--- src/rtl/if_fetch_unit_if.sv ---
// Bundle of the fetch unit's memory-port, redirect and decode-side signals.
// The master modport is the fetch unit's view; slave is the memory/decode environment.
interface if_fetch_unit_if #(
    parameter int ADDR_WIDTH = 32
);
    logic                  mem_req;
    logic                  mem_gnt;
    logic [ADDR_WIDTH-1:0] mem_a;
    logic                  mem_wr;
    logic [7:0]            mem_din;
    logic                  jump_en;
    logic [ADDR_WIDTH-1:0] jump_target;
    logic                  id_ready;
    logic                  if_valid;
    logic [ADDR_WIDTH-1:0] if_pc;
    logic [31:0]           if_inst;

    modport master (
        output mem_req, mem_a, mem_wr, if_valid, if_pc, if_inst,
        input  mem_gnt, mem_din, jump_en, jump_target, id_ready
    );

    modport slave (
        input  mem_req, mem_a, mem_wr, if_valid, if_pc, if_inst,
        output mem_gnt, mem_din, jump_en, jump_target, id_ready
    );
endinterface

--- src/rtl/if_fetch_unit.sv ---
// Instruction fetch: assembles a 32-bit little-endian instruction from four byte
// reads (one-cycle read latency) and holds it in a valid/ready register for decode.
module if_fetch_unit #(
    parameter int                    ADDR_WIDTH = 32,
    parameter logic [ADDR_WIDTH-1:0] RESET_PC   = '0
) (
    input  logic            clk_in,
    input  logic            rst_in,
    input  logic            rdy_in,
    if_fetch_unit_if.master bus
);
    typedef enum logic {FETCH, HOLD} state_t;

    state_t                state_q, state_d;
    logic [ADDR_WIDTH-1:0] pc_q, pc_d;
    logic [ADDR_WIDTH-1:0] mem_a_q, mem_a_d;
    logic                  mem_req_q, mem_req_d;
    logic [2:0]            issue_ptr_q, issue_ptr_d;
    logic [2:0]            cap_ptr_q, cap_ptr_d;
    logic                  inflight_q, inflight_d;
    logic                  if_valid_q, if_valid_d;
    logic [ADDR_WIDTH-1:0] if_pc_q, if_pc_d;
    logic [31:0]           if_inst_q, if_inst_d;
    logic [7:0]            lane_q [3];
    logic [7:0]            lane_d [3];

    logic                  issue, capture, xfer, jump;
    logic [ADDR_WIDTH-1:0] jump_pc, pc_plus4;

    assign issue    = rdy_in && bus.mem_gnt && mem_req_q;
    assign capture  = rdy_in && inflight_q;
    assign xfer     = rdy_in && if_valid_q && bus.id_ready;
    assign jump     = rdy_in && bus.jump_en;
    assign jump_pc  = bus.jump_target & ~ADDR_WIDTH'(3);
    assign pc_plus4 = pc_q + ADDR_WIDTH'(4);

    // Bytes 0..2 are parked here; byte 3 goes straight from mem_din into if_inst.
    generate
        for (genvar gi = 0; gi < 3; gi++) begin : g_lane
            assign lane_d[gi] = (capture && cap_ptr_q == 3'(gi)) ? bus.mem_din : lane_q[gi];
        end
    endgenerate

    always_comb begin
        state_d     = state_q;
        pc_d        = pc_q;
        mem_a_d     = mem_a_q;
        mem_req_d   = mem_req_q;
        issue_ptr_d = issue_ptr_q;
        cap_ptr_d   = cap_ptr_q;
        inflight_d  = inflight_q;
        if_valid_d  = if_valid_q;
        if_pc_d     = if_pc_q;
        if_inst_d   = if_inst_q;

        if (!rdy_in) begin
            // Data returning during a pause is dropped; rewind so that byte is reissued.
            if (inflight_q) begin
                issue_ptr_d = cap_ptr_q;
                inflight_d  = 1'b0;
                mem_req_d   = 1'b1;
                mem_a_d     = pc_q + ADDR_WIDTH'(cap_ptr_q);
            end
        end else if (jump) begin
            pc_d        = jump_pc;
            state_d     = FETCH;
            issue_ptr_d = '0;
            cap_ptr_d   = '0;
            inflight_d  = 1'b0;
            if_valid_d  = 1'b0;
            mem_req_d   = 1'b1;
            mem_a_d     = jump_pc;
        end else if (state_q == HOLD) begin
            if (xfer) begin
                pc_d        = pc_plus4;
                state_d     = FETCH;
                issue_ptr_d = '0;
                cap_ptr_d   = '0;
                if_valid_d  = 1'b0;
                mem_req_d   = 1'b1;
                mem_a_d     = pc_plus4;
            end
        end else begin
            issue_ptr_d = issue_ptr_q + 3'(issue);
            inflight_d  = issue;
            if (capture) begin
                cap_ptr_d = cap_ptr_q + 3'd1;
                if (cap_ptr_q == 3'd3) begin
                    state_d     = HOLD;
                    if_valid_d  = 1'b1;
                    if_inst_d   = {bus.mem_din, lane_q[2], lane_q[1], lane_q[0]};
                    if_pc_d     = pc_q;
                    cap_ptr_d   = '0;
                    issue_ptr_d = '0;
                end
            end
            mem_req_d = (state_d == FETCH) && (issue_ptr_d < 3'd4);
            if (mem_req_d) begin
                mem_a_d = pc_q + ADDR_WIDTH'(issue_ptr_d);
            end
        end
    end

    always_ff @(posedge clk_in) begin
        if (!rst_in) begin
            state_q     <= FETCH;
            pc_q        <= RESET_PC;
            mem_a_q     <= '0;
            mem_req_q   <= 1'b0;
            issue_ptr_q <= '0;
            cap_ptr_q   <= '0;
            inflight_q  <= 1'b0;
            if_valid_q  <= 1'b0;
            if_pc_q     <= '0;
            if_inst_q   <= '0;
            for (int i = 0; i < 3; i++) lane_q[i] <= '0;
        end else begin
            state_q     <= state_d;
            pc_q        <= pc_d;
            mem_a_q     <= mem_a_d;
            mem_req_q   <= mem_req_d;
            issue_ptr_q <= issue_ptr_d;
            cap_ptr_q   <= cap_ptr_d;
            inflight_q  <= inflight_d;
            if_valid_q  <= if_valid_d;
            if_pc_q     <= if_pc_d;
            if_inst_q   <= if_inst_d;
            for (int i = 0; i < 3; i++) lane_q[i] <= lane_d[i];
        end
    end

    assign bus.mem_req  = mem_req_q;
    assign bus.mem_a    = mem_a_q;
    assign bus.mem_wr   = 1'b0;
    assign bus.if_valid = if_valid_q;
    assign bus.if_pc    = if_pc_q;
    assign bus.if_inst  = if_inst_q;
endmodule

--- src/flat_wrapper.sv ---
// flat-port wrapper written by rule: the top's interface ports become plain ports
module if_fetch_unit_flat 
#(
    parameter int                    ADDR_WIDTH = 32,
    parameter logic [ADDR_WIDTH-1:0] RESET_PC   = '0
)
  (clk_in, rst_in, rdy_in, bus_mem_req, bus_mem_a, bus_mem_wr, bus_if_valid, bus_if_pc, bus_if_inst, bus_mem_gnt, bus_mem_din, bus_jump_en, bus_jump_target, bus_id_ready);
  if_fetch_unit_if #(.ADDR_WIDTH(ADDR_WIDTH)) bus_i ();
  input  logic clk_in;
  input  logic rst_in;
  input  logic rdy_in;
  output wire logic [$bits(bus_i.mem_req)-1:0] bus_mem_req;
  output wire logic [$bits(bus_i.mem_a)-1:0] bus_mem_a;
  output wire logic [$bits(bus_i.mem_wr)-1:0] bus_mem_wr;
  output wire logic [$bits(bus_i.if_valid)-1:0] bus_if_valid;
  output wire logic [$bits(bus_i.if_pc)-1:0] bus_if_pc;
  output wire logic [$bits(bus_i.if_inst)-1:0] bus_if_inst;
  input wire logic [$bits(bus_i.mem_gnt)-1:0] bus_mem_gnt;
  input wire logic [$bits(bus_i.mem_din)-1:0] bus_mem_din;
  input wire logic [$bits(bus_i.jump_en)-1:0] bus_jump_en;
  input wire logic [$bits(bus_i.jump_target)-1:0] bus_jump_target;
  input wire logic [$bits(bus_i.id_ready)-1:0] bus_id_ready;
  assign bus_mem_req = bus_i.mem_req;
  assign bus_mem_a = bus_i.mem_a;
  assign bus_mem_wr = bus_i.mem_wr;
  assign bus_if_valid = bus_i.if_valid;
  assign bus_if_pc = bus_i.if_pc;
  assign bus_if_inst = bus_i.if_inst;
  assign bus_i.mem_gnt = bus_mem_gnt;
  assign bus_i.mem_din = bus_mem_din;
  assign bus_i.jump_en = bus_jump_en;
  assign bus_i.jump_target = bus_jump_target;
  assign bus_i.id_ready = bus_id_ready;
  if_fetch_unit #(.ADDR_WIDTH(ADDR_WIDTH), .RESET_PC(RESET_PC)) u_core (.clk_in(clk_in), .rst_in(rst_in), .rdy_in(rdy_in), .bus(bus_i));
endmodule
--- config.mk ---
export PLATFORM = sky130hd
export DESIGN_NAME = if_fetch_unit_flat
export DESIGN_NICKNAME = d
export VERILOG_FILES = /design/src/rtl/if_fetch_unit_if.sv /design/src/rtl/if_fetch_unit.sv /design/src/flat_wrapper.sv
export SDC_FILE = /design/constraint.sdc
export NUM_CORES = 1
export LEC_CHECK = 0
export ABC_AREA = 1
export ABC_CLOCK_PERIOD_IN_PS = 2890
export CORE_MARGIN = 5
export CORE_UTILIZATION = 30
export DETAILED_ROUTE_END_ITERATION = 10
export PLACE_DENSITY = 0.57
export SYNTH_ARGS = -nofsm -noshare
export SYNTH_HDL_FRONTEND = slang
export SYNTH_SLANG_ARGS = --single-unit
--- constraint.sdc ---
create_clock -name clk_in -period 2.89 [get_ports clk_in]
set_clock_uncertainty 0.05 [all_clocks]
set_input_delay 0.578 -clock clk_in [delete_from_list [all_inputs] [get_ports clk_in]]
set_output_delay 0.578 -clock clk_in [all_outputs]
set_load 0.03 [all_outputs]
==> results.py, run 1 <==
metrics = {
    "sta": {
        "setup_tns_ps": 0,
        "slew_headroom_pct": 61.49,
        "tightest_slew_ps": 573.2,
        "clock.fmax_mhz": 357.2,
        "fin_crit_ps": 2800,
        "fin_ws_ps": 90.34,
        "finalCritPeriodShare_pct": 96.87,
        "setup_viol": 0,
        "hold_viol_final": 0,
        "drv_slew": 0,
    },
    "final_layout": {
        "seq_area_um2": 3163,
        "multi_input_area_um2": 4737,
        "drive_above_1_share_pct": 12.46,
        "antenna_cells": 0,
        "areaGrowthSynthToFinish_pct": 32.08,
        "fillers": 3005,
        "final_cell_mix": "nand2_1 (202), nor2_1 (176), o21ai_0 (176), dfxtp_1 (158), clkdlybuf4s50_1 (137)",
        "fin_util_pct": 40.20,
        "layout.nets": 1432,
        "layout_commonest_cell": "nand2_1",
        "fin_cells": 1767,
    },
    "critical_path": {
        "crit_end": "u_core.bus.mem_a[28]",
        "reg2regPathDepth": 15,
        "crit_top_cell": "nand2_1",
        "cp_slowest_stage_delay_ps": 420,
        "worstReg2RegStart": "u_core.bus.mem_req",
        "end_kind": "flop",
        "critPathSlowestCell": "clkdlybuf4s50_1",
        "crit_type": "input port to flop",
        "crit_arrival_ps": 3090,
        "startpoint": "bus_mem_gnt",
        "r2r_slack_ps": 330,
        "reg2reg_to": "u_core.bus.mem_a[28]",
        "cp.required_ps": 3180,
        "crit_chain": "clkdlybuf4s50_1, nand3_2, inv_1, ha_1, ha_2, xnor2_2, nor2_2, ha_2, nand2_1, o21ai_4, nand2_1, nor2_4, nand2_1, xor2_1, a21oi_1, nor2_1",
        "startpoint_type": "input port",
        "path_max_fanout": 4,
    },
    "floorplan": {
        "coreArea_um2": 27780,
        "row_count": 61,
        "die_w_um": 177.9,
        "io-pin-count": 145,
        "dieArea_um2": 31640,
        "start_util_pct": 30.44,
        "die_h_um": 177.9,
    },
    "clocking": {
        "ctsLongestPathBuffers": 2,
        "root_buffer": "clkbuf_16",
        "cts_sinks": 158,
        "htreeDepth": 4,
        "clk_latency_ps": 440,
        "cts_tree": "built",
        "clkSlewWorstSetupHoldPaths_ps": 70,
        "cts_made_buffers": 17,
    },
    "status": {
        "status": "finished, final reports clean",
    },
    "min_path": {
        "hp-class": "flop to flop",
    },
    "global_route": {
        "grtUsageTotal_pct": 19.36,
        "grt-ovfl-total": 0,
        "grt_pass1_wl_um": 47840,
        "grt_pass1_vias": 8439,
        "grt_max_degree": 120,
        "antenna_found_initial": 0,
    },
    "routing": {
        "wl_um": 30900,
        "wl_per_cell_um": 17.49,
        "first_iter_violations": 909,
        "firstDrtPassIters": 5,
        "routed-via-count": 8903,
        "ant_nets": 0,
        "drc_errors": 0,
        "vias_per_cell": 5.038,
    },
    "placement": {
        "dp_slack_ps": -477.4,
        "place.gp.congestion": 0.9411,
        "place_inst": 1733,
        "port_buffers": 139,
        "dpl.hpwl_um": 22010,
    },
    "power": {
        "max-vdd-ir-drop_mv": 0.2802,
        "leakage_nw": 4.411,
        "power.density_nw_per_um2": 465.0,
        "finalPower_mw": 5.193,
    },
    "synthesis": {
        "ys_warn_count": 0,
        "synth_area_um2": 8456,
        "ys_types": 43,
        "avgSynthCellArea_um2": 6.852,
        "seq_area_frac_synth_pct": 37.41,
        "synth-edff-count": 0,
        "synth_ff_type": "dfxtp_1",
        "async_reset_ff_share_pct": 0,
        "syn_inst": 1234,
        "ys_seq_elements": 158,
    },
    "job": {
        "maxCapViolations": 0,
    },
}
[per-stage QoR]
stage               hold WS, ps  instance area (um^2)
finish                    435.2                 11170
global route              456.1                 11170
CTS                       439.7                 11080
detailed placement        420.3                 10470
global placement          413.5                 10470
floorplan                 405.7                  8474
[cell usage after synthesis (16+ instances only)]
cell type | instances | share of area (%)
o21ai_0 | 177 | 10
nand2_2 | 16 | 1.2
dfxtp_1 | 158 | 37
nor2_2 | 16 | 1.2
xor2_1 | 31 | 3.2
a21oi_1 | 100 | 5.9
nor3_1 | 17 | 1.0
a31oi_1 | 25 | 1.8
buf_2 | 26 | 1.5
nor2_1 | 182 | 8.1
inv_1 | 69 | 3.1
nand2_1 | 203 | 9.0
nand3_1 | 81 | 4.8
clkbuf_1 | 28 | 1.2
[cells by family (layout without fill, tap and decap cells)]
| group | after synthesis | in the layout | share of synthesized area (%) |
|---|---|---|---|
| fa+ha+maj | 10 | 10 | 1.480 |
| other cells | 1 | 4 | 0.04435 |
| xor+xnor | 33 | 33 | 3.418 |
| simple gates | 557 | 557 | 29.74 |
| compound gates | 321 | 321 | 20.17 |
| flops | 158 | 158 | 37.41 |
| buf+inv | 154 | 306 | 7.739 |
[power by group]
group	switching (mW)	internal, mW	total (mW)	leakage [nW]
combinational	0.353	0.228	0.581	2.83
clock	1.15	1.18	2.33	0.296
sequential	0.0535	2.23	2.28	1.28
[critical path, delay by kind of cell]
family,cells,cell delay (ps)
and+or+nand+nor,7,850
adders and majority gates,3,620
buffers and inverters,2,460
AOI/OAI and AO/OA,2,300
xor gates and xnor gates,2,280
[flip-flops by register name, indices dropped and copies added (netlist names), 3 cells and up]
signal / flops
u_core.bus.if_inst: 32
u_core.bus.if_pc: 30
u_core.bus.mem_a: 32
u_core.cap_ptr_q: 3
u_core.issue_ptr_q: 3
u_core.lane_q: 24
u_core.pc_q: 30
[layout make-up]
cell class | count | area share, %
Sequential cell | 158 | 28.32
Clock buffer | 17 | 3.809
Multi-Input combinational cell | 925 | 42.42
Inverter | 86 | 2.913
Tap cell | 378 | 4.235
Clock inverter | 15 | 1.624
Timing Repair Buffer | 188 | 16.68
[timing repair]
item	4_1_cts	5_1_grt
buffers inserted	0	2
hold buffers	0	0
endpoints found under the setup margin	4	25
gates resized for setup	2	18
pin swaps	1	6
[how the worst min path moves through the flow]
stage | cells past startpoint | endpoint | from
5_1_grt | 2 | u_core.lane_q[0][4] | u_core.lane_q[0][4]
4_1_cts | 2 | u_core.bus.if_inst[9] | u_core.lane_q[0][9]
6_report | 2 | u_core.bus.if_inst[6] | u_core.lane_q[0][6]
3_3_place_gp | 2 | u_core.bus.if_inst[5] | u_core.lane_q[0][5]
2_1_floorplan | 2 | u_core.lane_q[0][0] | u_core.lane_q[0][0]
3_5_place_dp | 2 | u_core.bus.if_inst[9] | u_core.lane_q[0][9]
[routing by layer]
metal | track usage (%) | wire length (um)
met2 | 31.64 | 14330
met3 | 3.132 | 1738
met4 | 6.059 | 748
met5 | 0 | 0
met1 | 26.20 | 14090
(Power assumes the default switching activity.)
==> run 2: changes to the inputs <==
--- a/config.mk
+++ b/config.mk
@@ -10,7 +10,7 @@
 export CORE_MARGIN = 5
 export CORE_UTILIZATION = 30
 export DETAILED_ROUTE_END_ITERATION = 10
-export PLACE_DENSITY = 0.57
+export PLACE_DENSITY_LB_ADDON = 0.05
 export SYNTH_ARGS = -nofsm -noshare
 export SYNTH_HDL_FRONTEND = slang
 export SYNTH_SLANG_ARGS = --single-unit
==> results.py, run 2 (synthesis results as in run 1) <==
metrics = {
    "status": {
        "status": "finished, final reports clean",
    },
    "final_layout": {
        "design_area_um2": 11190,
        "layout.nets": 1437,
        "areaGrowthSynthToFinish_pct": 32.29,
        "seq_area_um2": 3163,
        "fillers": 3046,
        "antenna_cells": 0,
        "layout_commonest_cell": "nand2_1",
        "final_cell_mix": "nand2_1 (200), nor2_1 (175), o21ai_0 (175), dfxtp_1 (158), clkdlybuf4s50_1 (136)",
        "drive_above_1_share_pct": 12.98,
        "multi_input_area_um2": 4755,
        "fin_cells": 1772,
    },
    "floorplan": {
        "dieArea_um2": 31640,
        "io-pin-count": 145,
        "coreArea_um2": 27780,
        "die_w_um": 177.9,
        "start_util_pct": 30.44,
        "row_count": 61,
        "die_h_um": 177.9,
    },
    "global_route": {
        "grt_pass1_wl_um": 49710,
        "grtUsageTotal_pct": 20.41,
        "grt_pass1_vias": 8449,
        "grt-ovfl-total": 0,
        "grt_max_degree": 50,
        "antenna_found_initial": 0,
    },
    "critical_path": {
        "crit_chain": "nand3_2, inv_1, ha_1, ha_1, xnor2_1, nor2_1, ha_2, nand3_4, buf_4, nor2_2, buf_4, nand3_1, o221ai_1, a31oi_1",
        "crit_arrival_ps": 2850,
        "end_kind": "flop",
        "critPathSlowestCell": "dfxtp_1",
        "r2r_slack_ps": 310,
        "cp.required_ps": 3170,
        "path_max_fanout": 3,
        "cpLargestDelayFamily": "adder cells",
        "startpoint_type": "flop",
        "crit_type": "flop to flop",
        "cp_slowest_stage_delay_ps": 350,
        "path_buf_inv": 3,
    },
    "clocking": {
        "cts_tree": "built",
        "clk_latency_ps": 450,
        "cts_made_buffers": 17,
        "clkSlewWorstSetupHoldPaths_ps": 80,
        "cts_sinks": 158,
        "htreeDepth": 4,
        "ctsLongestPathBuffers": 2,
        "root_buffer": "clkbuf_16",
    },
    "routing": {
        "ant_nets": 0,
        "wl_um": 32250,
        "wl_met3_um": 1458,
        "dr.max_layer_used": "met4",
        "wl_met1_um": 14800,
        "wl_per_cell_um": 18.20,
        "routed-via-count": 8723,
        "firstDrtPassIters": 5,
        "drc_errors": 0,
        "vias_per_cell": 4.923,
        "met2WireLength_um": 15520,
        "first_iter_violations": 675,
    },
    "power": {
        "finalPower_mw": 5.195,
        "power.density_nw_per_um2": 464.4,
        "max-vdd-ir-drop_mv": 0.2840,
        "leakage_nw": 4.470,
    },
    "sta": {
        "hold_viol_final": 0,
        "rsz0062_at_grt": "false",
        "fin_ws_ps": 312.4,
        "drv_slew": 0,
        "clock.fmax_mhz": 388.0,
        "setup_viol": 0,
        "tightest_slew_ps": 524.0,
        "finalCritPeriodShare_pct": 89.19,
        "fin_crit_ps": 2578,
        "slew_headroom_pct": 64.80,
    },
    "min_path": {
        "hp-class": "flop to flop",
    },
    "placement": {
        "dp_slack_ps": -547.7,
        "port_buffers": 139,
        "placed_area_um2": 10500,
        "dpl.hpwl_um": 23370,
        "place.gp.congestion": 0.9213,
        "place_inst": 1739,
    },
    "job": {
        "maxCapViolations": 0,
    },
}
==> run 2: cell count changes in the layout (fill, tap and decap cells not counted), sizes merged <==
cell,delta
clkdlybuf4s50,-1
clkinv,-1
dlymetal6s2s,+1
buf,+5
inv,+1
==> run 2: routing by layer <==
layer,vias to the layer above,track usage (%)
li1,4410,-
met1,4061,27.23
met2,216,34.27
met3,36,3.409
met4,0,5.285
met5,-,0
==> run 2: tightest hold or removal path, delay by kind of cell (launching register included) <==
family	cells	cell delay [ps]
buffers and inverters	1	50
AOI/OAI and AO/OA	1	50
DFF	1	330
==> run 2: area by class of cell <==
| type | instances | area share (%) |
|---|---|---|
| Inverter | 86 | 2.908 |
| Multi-Input combinational cell | 925 | 42.51 |
| Clock inverter | 15 | 1.409 |
| Clock buffer | 17 | 3.803 |
| Timing Repair Buffer | 193 | 16.87 |
| Sequential cell | 158 | 28.28 |
| Tap cell | 378 | 4.228 |
==> run 2: path summary, 6_finish.rpt <==
kind,cells past startpoint,start,endpoint
worst min register to register,2,u_core.bus.if_valid,u_core.bus.if_valid
worst max-delay path,14,u_core.bus.mem_req,u_core.bus.mem_a[13]
worst min-delay path,2,u_core.bus.if_valid,u_core.bus.if_valid
worst max register to register,14,u_core.bus.mem_req,u_core.bus.mem_a[13]
==> run 2: power by group <==
group	internal [mW]	total, mW	switching (mW)
logic	0.225	0.580	0.354
clock network	1.16	2.33	1.17
registers	2.23	2.28	0.0551
total	3.62	5.19	1.58
==> run 2: metrics by stage <==
stage | setup TNS (ps) | util (%) | hold slack, ps
after global routing | 0 | 40.26 | 445.9
after global placement | -11990 | 37.80 | 409.2
after CTS | 0 | 39.97 | 429.4
final | 0 | 40.26 | 422.1
after floorplan | -61.56 | - | 405.7
after detailed placement | -11670 | 37.80 | 414.0
==> run 2: what timing repair did <==
action / 4_1_cts / 5_1_grt
hold buffers: 0 / 0
buffers inserted: 0 / 1
pin swaps: 1 / 7
resized for setup: 5 / 21
endpoints found under the setup margin: 12 / 24
==> run 3: changes to the inputs <==
--- a/config.mk
+++ b/config.mk
@@ -6,8 +6,8 @@
 export NUM_CORES = 1
 export LEC_CHECK = 0
 export ABC_AREA = 1
-export ABC_CLOCK_PERIOD_IN_PS = 2890
-export CORE_MARGIN = 5
+export ABC_CLOCK_PERIOD_IN_PS = 2800
+export CORE_MARGIN = 1.5
 export CORE_UTILIZATION = 30
 export DETAILED_ROUTE_END_ITERATION = 10
 export PLACE_DENSITY_LB_ADDON = 0.05
==> constraint.sdc (replaced) <==
create_clock -name clk_in -period 2.8 [get_ports clk_in]
set_clock_uncertainty 0.05 [all_clocks]
set_input_delay 0.56 -clock clk_in [delete_from_list [all_inputs] [get_ports clk_in]]
set_output_delay 0.56 -clock clk_in [all_outputs]
set_load 0.03 [all_outputs]
==> results.py, run 3 (synthesis results as in run 1) <==
metrics = {
    "sta": {
        "setup_viol": 0,
        "fin_crit_ps": 2644,
        "clock.fmax_mhz": 378.2,
        "tightest_slew_ps": 531.3,
        "hold_viol_final": 0,
        "finalCritPeriodShare_pct": 94.44,
        "slew_headroom_pct": 64.31,
        "drv_slew": 0,
    },
    "floorplan": {
        "io-pin-count": 145,
        "start_util_pct": 30.44,
        "dieArea_um2": 29200,
        "die_w_um": 170.9,
        "die_h_um": 170.9,
        "row_count": 61,
        "coreArea_um2": 27780,
    },
    "placement": {
        "dpl.hpwl_um": 22700,
        "place.gp.congestion": 0.8990,
        "placed_area_um2": 10560,
        "port_buffers": 139,
        "place_inst": 1739,
    },
    "routing": {
        "first_iter_violations": 518,
        "vias_per_cell": 4.920,
        "wl_per_cell_um": 17.70,
        "ant_nets": 0,
        "firstDrtPassIters": 5,
        "drc_errors": 0,
        "wl_um": 31350,
        "routed-via-count": 8714,
    },
    "final_layout": {
        "antenna_cells": 0,
        "fin_util_pct": 40.66,
        "layout.nets": 1437,
        "layout_commonest_cell": "nand2_1",
        "fin_cells": 1771,
        "final_cell_mix": "nand2_1 (200), nor2_1 (176), o21ai_0 (175), dfxtp_1 (158), clkdlybuf4s50_1 (137)",
        "areaGrowthSynthToFinish_pct": 33.59,
        "drive_above_1_share_pct": 13.07,
        "design_area_um2": 11300,
    },
    "global_route": {
        "antenna_found_initial": 0,
        "grt_pass1_wl_um": 48380,
        "grt-ovfl-total": 0,
        "grt_pass1_vias": 8355,
        "grt_max_degree": 74,
        "grtUsageTotal_pct": 21.92,
    },
    "clocking": {
        "root_buffer": "clkbuf_16",
        "cts_sinks": 158,
        "htreeDepth": 4,
        "ctsLongestPathBuffers": 2,
        "cts_made_buffers": 17,
        "hold_buffers": 0,
        "cts_tree": "built",
        "clk_latency_ps": 440,
        "clkSlewWorstSetupHoldPaths_ps": 70,
    },
    "min_path": {
        "hp-class": "flop to flop",
    },
    "critical_path": {
        "path_max_fanout": 7,
        "crit_arrival_ps": 2920,
        "startpoint_type": "input port",
        "cp.required_ps": 3070,
        "end_kind": "flop",
        "crit_type": "input port to flop",
    },
    "power": {
        "leakage_nw": 4.438,
        "power.density_nw_per_um2": 496.0,
        "finalPower_mw": 5.603,
        "max-vdd-ir-drop_mv": 0.2614,
    },
    "status": {
        "status": "finished, final reports clean",
    },
    "job": {
        "maxCapViolations": 0,
    },
}
run 3: cell types whose count changed in the layout (fill, tap and decap cells not counted), sizes merged:
cell / change
dlymetal6s2s: -1
clkinv: -3
bufinv: +4
inv: -3
clkinvlp: +1
clkdlybuf4s50: +1
run 3: path summary, 6_finish.rpt:
kind                       start              endpoint  slack (ps)  cells after the start
max                  bus_mem_gnt  u_core.bus.mem_a[10]         160                     18
min          u_core.bus.if_valid   u_core.bus.if_valid         420                      2
max reg2reg   u_core.bus.mem_req  u_core.bus.mem_a[10]         360                     17
min reg2reg  u_core.bus.if_valid   u_core.bus.if_valid         420                      2
run 3: metal layers:
layer	part of all wire, %	vias up	GRT usage, %
li1	-	4398	-
met1	47	4024	29.13
met2	46	255	36.08
met3	5.7	37	4.233
met4	1.8	0	6.178
met5	0	-	0
run 3: repair_timing:
item                       in CTS  in global routing
pin swaps                       0                  6
setup endpoints to repair       3                 25
cloned                          0                  0
resized for setup               2                 15
setup buffers                   0                  1
run 3: final cells by class:
type                    instances  area (um^2)
flip-flops and latches        158         3163
multi-input cells             925         4778
fillers                      3037        16490
inverters                      86        325.3
repair buffers                193         1909
clock buffers                  17        425.4
clock inverters                14        221.5
well taps                     378        473.0
run 3: worst max-delay path, cell delays in order:
cell	delay [ps]
clkdlybuf4s50_1	410
nand3_2	90
inv_2	50
ha_4	150
ha_4	160
xnor2_2	140
nor2_2	190
ha_4	200
nand2_2	80
o21ai_4	130
nand2_4	140
nor2_1	120
buf_4	140
nand2_1	50
nand3_1	80
o21ai_1	70
nand2_1	80
a21oi_1	70
run 3: power by group:
group / switching, mW / total [mW] / internal, mW
sequential: 0.0585 / 2.36 / 2.30
clock: 1.11 / 2.64 / 1.53
combinational: 0.363 / 0.601 / 0.238
run 3: per-stage QoR:
stage          hold WS, ps  setup WS [ps]  TNS [ps]
2_1_floorplan        405.7          4.795         0
3_3_place_gp         414.6         -484.9    -10450
3_5_place_dp         419.2         -488.9    -11120
4_1_cts              427.5          7.012         0
5_1_grt              457.7         -29.36    -70.25
6_report             423.3          155.7         0
